[src/rtl/ecc_pkg.sv]
// Shared ECC definitions for the write-side encoder and read-side decoder.
// One parity definition so both ends of the memory path agree on the check field.
package ecc_pkg;

  localparam int DATA_W = 64;
  localparam int CHK_W  = 8;
  localparam int CODE_W = 72;
  localparam int NBYTES = DATA_W / 8;

  typedef struct packed {
    logic [DATA_W-1:0] data;
    logic [NBYTES-1:0] bp;
    logic              inj;
  } s1_t;

  function automatic logic [CHK_W-1:0] ecc_parity(input logic [DATA_W-1:0] data);
    return {{(CHK_W-1){1'b0}}, ^data};
  endfunction

  // Byte parities let the second stage finish the reduction with an 8-input XOR.
  function automatic logic [NBYTES-1:0] byte_parity(input logic [DATA_W-1:0] data);
    logic [NBYTES-1:0] bp;
    bp = '0;
    for (int i = 0; i < NBYTES; i++) begin
      bp[i] = ^data[8*i +: 8];
    end
    return bp;
  endfunction

endpackage

[src/rtl/ecc_pipe_stage.sv]
// Valid/ready register slice, one cycle latency; loads when empty or when downstream takes.
// Payload holds while stalled; ready is combinational from out_rdy_i.
module ecc_pipe_stage #(
  parameter int W = 8
) (
  input  logic         clk_i,
  input  logic         rst_n_i,
  input  logic         in_vld_i,
  input  logic [W-1:0] in_dat_i,
  output logic         in_rdy_o,
  output logic         out_vld_o,
  output logic [W-1:0] out_dat_o,
  input  logic         out_rdy_i
);

  logic         vld_q, vld_d;
  logic [W-1:0] dat_q, dat_d;
  logic         load;

  assign load = !vld_q || out_rdy_i;

  always_comb begin
    vld_d = vld_q;
    dat_d = dat_q;
    if (load) begin
      vld_d = in_vld_i;
      if (in_vld_i) begin
        dat_d = in_dat_i;
      end
    end
  end

  always_ff @(posedge clk_i or negedge rst_n_i) begin
    if (!rst_n_i) begin
      vld_q <= 1'b0;
      dat_q <= '0;
    end else begin
      vld_q <= vld_d;
      dat_q <= dat_d;
    end
  end

  assign in_rdy_o  = load;
  assign out_vld_o = vld_q;
  assign out_dat_o = dat_q;

endmodule

[src/rtl/ecc_encoder.sv]
// Two-stage 64->72 parity encoder with one-shot parity corruption and a saturating handoff count.
// Latency two cycles; buffers two words under backpressure, in_ready follows out_ready combinationally.
module ecc_encoder
  import ecc_pkg::*;
#(
  parameter int CNT_W = 16
) (
  input  logic              sys_clk,
  input  logic              sys_rst_n,
  input  logic [DATA_W-1:0] in_data,
  input  logic              in_valid,
  output logic              in_ready,
  output logic [CODE_W-1:0] out_data,
  output logic              out_valid,
  input  logic              out_ready,
  input  logic              inj_arm,
  output logic              inj_pending,
  output logic [CNT_W-1:0]  words_sent
);

  s1_t               s1_in;
  s1_t               s1_out;
  logic              s1_vld;
  logic              s2_rdy;
  logic [CHK_W-1:0]  s2_chk;
  logic [CODE_W-1:0] s2_in;
  logic              accept;
  logic              handoff;
  logic              inj_q, inj_d;
  logic [CNT_W-1:0]  cnt_q, cnt_d;

  assign accept  = in_valid && in_ready;
  assign handoff = out_valid && out_ready;

  always_comb begin
    s1_in.data = in_data;
    s1_in.bp   = byte_parity(in_data);
    s1_in.inj  = inj_q || inj_arm;
  end

  ecc_pipe_stage #(.W($bits(s1_t))) u_s1 (
    .clk_i     (sys_clk),
    .rst_n_i   (sys_rst_n),
    .in_vld_i  (in_valid),
    .in_dat_i  (s1_in),
    .in_rdy_o  (in_ready),
    .out_vld_o (s1_vld),
    .out_dat_o (s1_out),
    .out_rdy_i (s2_rdy)
  );

  // Parity of the byte parities equals parity of the whole word.
  assign s2_chk = ecc_parity({{(DATA_W-NBYTES){1'b0}}, s1_out.bp})
                ^ {{(CHK_W-1){1'b0}}, s1_out.inj};
  assign s2_in  = {s2_chk, s1_out.data};

  ecc_pipe_stage #(.W(CODE_W)) u_s2 (
    .clk_i     (sys_clk),
    .rst_n_i   (sys_rst_n),
    .in_vld_i  (s1_vld),
    .in_dat_i  (s2_in),
    .in_rdy_o  (s2_rdy),
    .out_vld_o (out_valid),
    .out_dat_o (out_data),
    .out_rdy_i (out_ready)
  );

  always_comb begin
    inj_d = inj_q;
    if (accept) begin
      inj_d = 1'b0;
    end else if (inj_arm) begin
      inj_d = 1'b1;
    end
  end

  always_comb begin
    cnt_d = cnt_q;
    if (handoff && (cnt_q != {CNT_W{1'b1}})) begin
      cnt_d = cnt_q + 1'b1;
    end
  end

  always_ff @(posedge sys_clk or negedge sys_rst_n) begin
    if (!sys_rst_n) begin
      inj_q <= 1'b0;
      cnt_q <= '0;
    end else begin
      inj_q <= inj_d;
      cnt_q <= cnt_d;
    end
  end

  assign inj_pending = inj_q;
  assign words_sent  = cnt_q;

endmodule
[config.mk]
export PLATFORM = sky130hd
export DESIGN_NAME = ecc_encoder
export DESIGN_NICKNAME = d
export VERILOG_FILES = /design/src/rtl/ecc_pkg.sv /design/src/rtl/ecc_pipe_stage.sv /design/src/rtl/ecc_encoder.sv
export SDC_FILE = /design/constraint.sdc
export NUM_CORES = 1
export LEC_CHECK = 0
export CORE_ASPECT_RATIO = 0.7
export CORE_MARGIN = 3
export CORE_UTILIZATION = 40
export CTS_CLUSTER_DIAMETER = 100
export CTS_CLUSTER_SIZE = 8
export DETAILED_ROUTE_END_ITERATION = 8
export PLACE_DENSITY = 0.68
export SETUP_SLACK_MARGIN = 0.02
export SLEW_MARGIN = 20
export SYNTH_ARGS = -nofsm -noshare
export SYNTH_HDL_FRONTEND = slang
export SYNTH_SLANG_ARGS = --single-unit
[constraint.sdc]
create_clock -name sys_clk -period 2.22 [get_ports sys_clk]
set_input_delay 0.555 -clock sys_clk [delete_from_list [all_inputs] [get_ports sys_clk]]
set_output_delay 0.555 -clock sys_clk [all_outputs]
set_load 0.1 [all_outputs]
==> out/qor.csv <==
metric,value,unit
drt-total-wl,14.0,mm
outcome,completed,
synthCells,453,
routed_via_density,4.76,
ys_seq_elements,157,
start_kind,primary input,
grt_start_max_net_pins,60,
max_freq,467,MHz
async_flop_share,100,%
hold_buffers,0,
finalCritPeriodShare,96.5,%
p_switching,5.17,mW
syn_area,6580,um^2
synth_top_area_share,59.7,%
finClkSkew,0.0129,ns
htree_levels,4,
crit_start,out_ready,
grt_pass1_vias,4373,
syn2layout_area_growth,35.3,%
yosys_warnings,0,
clkLatencyLatePin,0.42,ns
postCtsSetupBuffers,0,
hold_class,primary input to async pin,
postRouteAntennaNets,0,
post-route-drc-count,0,
clock-sinks,157,
final-hold-violation-count,0,
peakVddDrop,0.000838,V
clockBufferDepth,2,
synth.most_common_cell,dfrtp_1,
root_buffer,clkbuf_16,
dr.first_iter.drc_count,235,
crit_type,primary input to output pin,
critPathMaxFanout,3,
cp.required,1.66,ns
wl_per_cell,16.5,um
top_level_ports,160,
diodes,0,
ys_seq_area_share,59.7,%
cp_slowest_cell,clkdlybuf4s50_1,
final_net_count,687,
vias,4044,
drive_gt1_share,42.5,%
firstDrtPassIters,4,
place.gp.congestion,0.802,
cp_cell_sequence,clkdlybuf4s50_1 > nand3b_1 > buf_4 > buf_12,
worst_pin_slew,0.589,ns
grt_pass1_wl,23.2,mm
die_x,159,um
p_int,6.62,mW
rr_startpoint,words_sent[0],
cts.clk_slew.worst_paths,0.07,ns
worstPathArrival,1.59,ns
placement.io_buffers,152,
synth_ff_type,dfrtp_1,
antenna_found_initial,0,
fp-row-count,38,
dieArea,18000,um^2
design_area,8900,um^2
pwr-share-seq,32.7,%
synth.area.top_cells,"dfrtp_1 60%, mux2_2 22%, xnor2_1 9.2%, nand2_1 1.3%, buf_2 1.1%",
tritoncts,done,
rsz0062_at_grt,false,
netlist_top_cells_count,"157 x dfrtp_1, 128 x mux2_2, 69 x xnor2_1",
syn_avg_cell_area,14.5,um^2
max_cap_viol_count,0,
core-area,15800,um^2
pwr-share-comb,42.0,%
p_per_area,1330,nW/um^2
relSlewSlack,60.7,%
dp_hpwl,10.2,mm
netSwitchingFraction,43.9,%
worstSetupEndpointType,output pin,
synth_area_leader_cell,dfrtp_1,
cts_buffers,17,
period_minus_slack,2.14,ns
rr_worst_depth,5,
grt_usage,16.2,%
grt_overflow,0,
setup_violations,0,
pwr-share-clk,25.3,%
dpl_cell_area,8290,um^2
power_leakage,3.85,nW
ys_types,26,
die_h,113,um
start_util,41.7,%
synth_edf_count,0,
cpPeakStageDelay,0.43,ns
drv_slew,0,
post_cts_resized,0,
hold_ws,0.122,ns
==> cells in the final DEF (no fill, tap or decap), types with 3 or more instances in the layout <==
| cell | count |
|---|---|
| bufinv_16 | 3 |
| buf_4 | 85 |
| nor3_1 | 3 |
| clkbuf_16 | 17 |
| mux2_2 | 120 |
| nand2b_1 | 3 |
| clkinvlp_4 | 3 |
| nand4_1 | 5 |
| and3_1 | 5 |
| dfrtp_1 | 146 |
| xnor2_1 | 69 |
| dfrtp_2 | 10 |
| xor2_1 | 8 |
| mux2_4 | 8 |
| nand3_1 | 6 |
| buf_12 | 8 |
| conb_1 | 7 |
| clkdlybuf4s50_1 | 67 |
| nand2_1 | 20 |
| o21ai_0 | 10 |
| clkinv_4 | 4 |
==> final cells by class <==
| type | count | area, um^2 |
|---|---|---|
| multi-input cells | 280 | 2590 |
| fillers | 1323 | 6890 |
| clock inverters | 13 | 166 |
| clock buffers | 19 | 443 |
| repair buffers | 161 | 1480 |
| flip-flops and latches | 157 | 3950 |
| well taps | 220 | 275 |
==> flip-flops by register name, summed over array words and instances (netlist names) <==
register / cells
u_s2.out_vld_o: 1
inj_pending: 1
u_s1.out_dat_o: 73
u_s2.out_dat_o: 65
words_sent: 16
u_s1.out_vld_o: 1
==> per-layer routing <==
metal | share of wire [%] | global-route usage (%) | vias to the layer above | wire, um
li1 | - | - | 1878 | -
met1 | 48 | 22.1 | 2042 | 6790
met2 | 45 | 25.1 | 113 | 6320
met3 | 5.6 | 4.72 | 11 | 785
met4 | 0.97 | 5.60 | 0 | 136
met5 | 0 | 0 | - | 0
==> power groups by stage <==
stage          clock network (mW)  logic [mW]  registers, mW
4_1_cts                      3.06        5.00           3.87
2_1_floorplan                   0        1.11           6.58
3_3_place_gp                    0        4.95           3.88
6_report                     2.98        4.95           3.86
5_1_grt                      3.18        5.14           3.94
3_5_place_dp                    0        4.99           3.92
==> metrics by stage <==
stage	util [%]	TNS [ns]	setup WS, ns	instances	power, mW
finish	56.4	0	0.0778	850	11.8
detailed placement	52.5	0	0.0838	818	8.91
CTS	56.4	0	0.0782	850	11.9
global placement	52.5	0	0.119	818	8.82
floorplan	-	-23.75	-0.364	459	7.68
global route	56.4	0	0.0331	850	12.3
==> critical path, delay by kind of cell <==
kind          cells  cell delay [ns]
buf+inv           3             0.79
simple gates      1             0.24
==> kinds of logic after synthesis <==
logic type / Yosys count / synth area share, %
AND/OR/NAND/NOR: 53 / 4.15
other: 1 / 0.0570
flip-flops: 157 / 59.7
multiplexers: 128 / 21.9
adder cells (fa/ha/maj): 1 / 0.190
buffers and inverters: 22 / 1.92
AO/OA/AOI/OAI: 13 / 1.43
XOR/XNOR: 78 / 10.6
==> path summary, 6_finish.rpt <==
path | endpoint | slack, ns
setup reg to reg | words_sent[15] | 0.35
min in group sys_clk | u_s2.out_dat_o[48] | 0.49
hold reg to reg | u_s2.out_dat_o[48] | 0.49
max in group asynchronous | u_s2.out_dat_o[38] | 1.45
setup / recovery | in_ready | 0.08
hold / removal | u_s1.out_dat_o[58] | 0.12
Note: power is estimated with default switching activity, not from simulation.
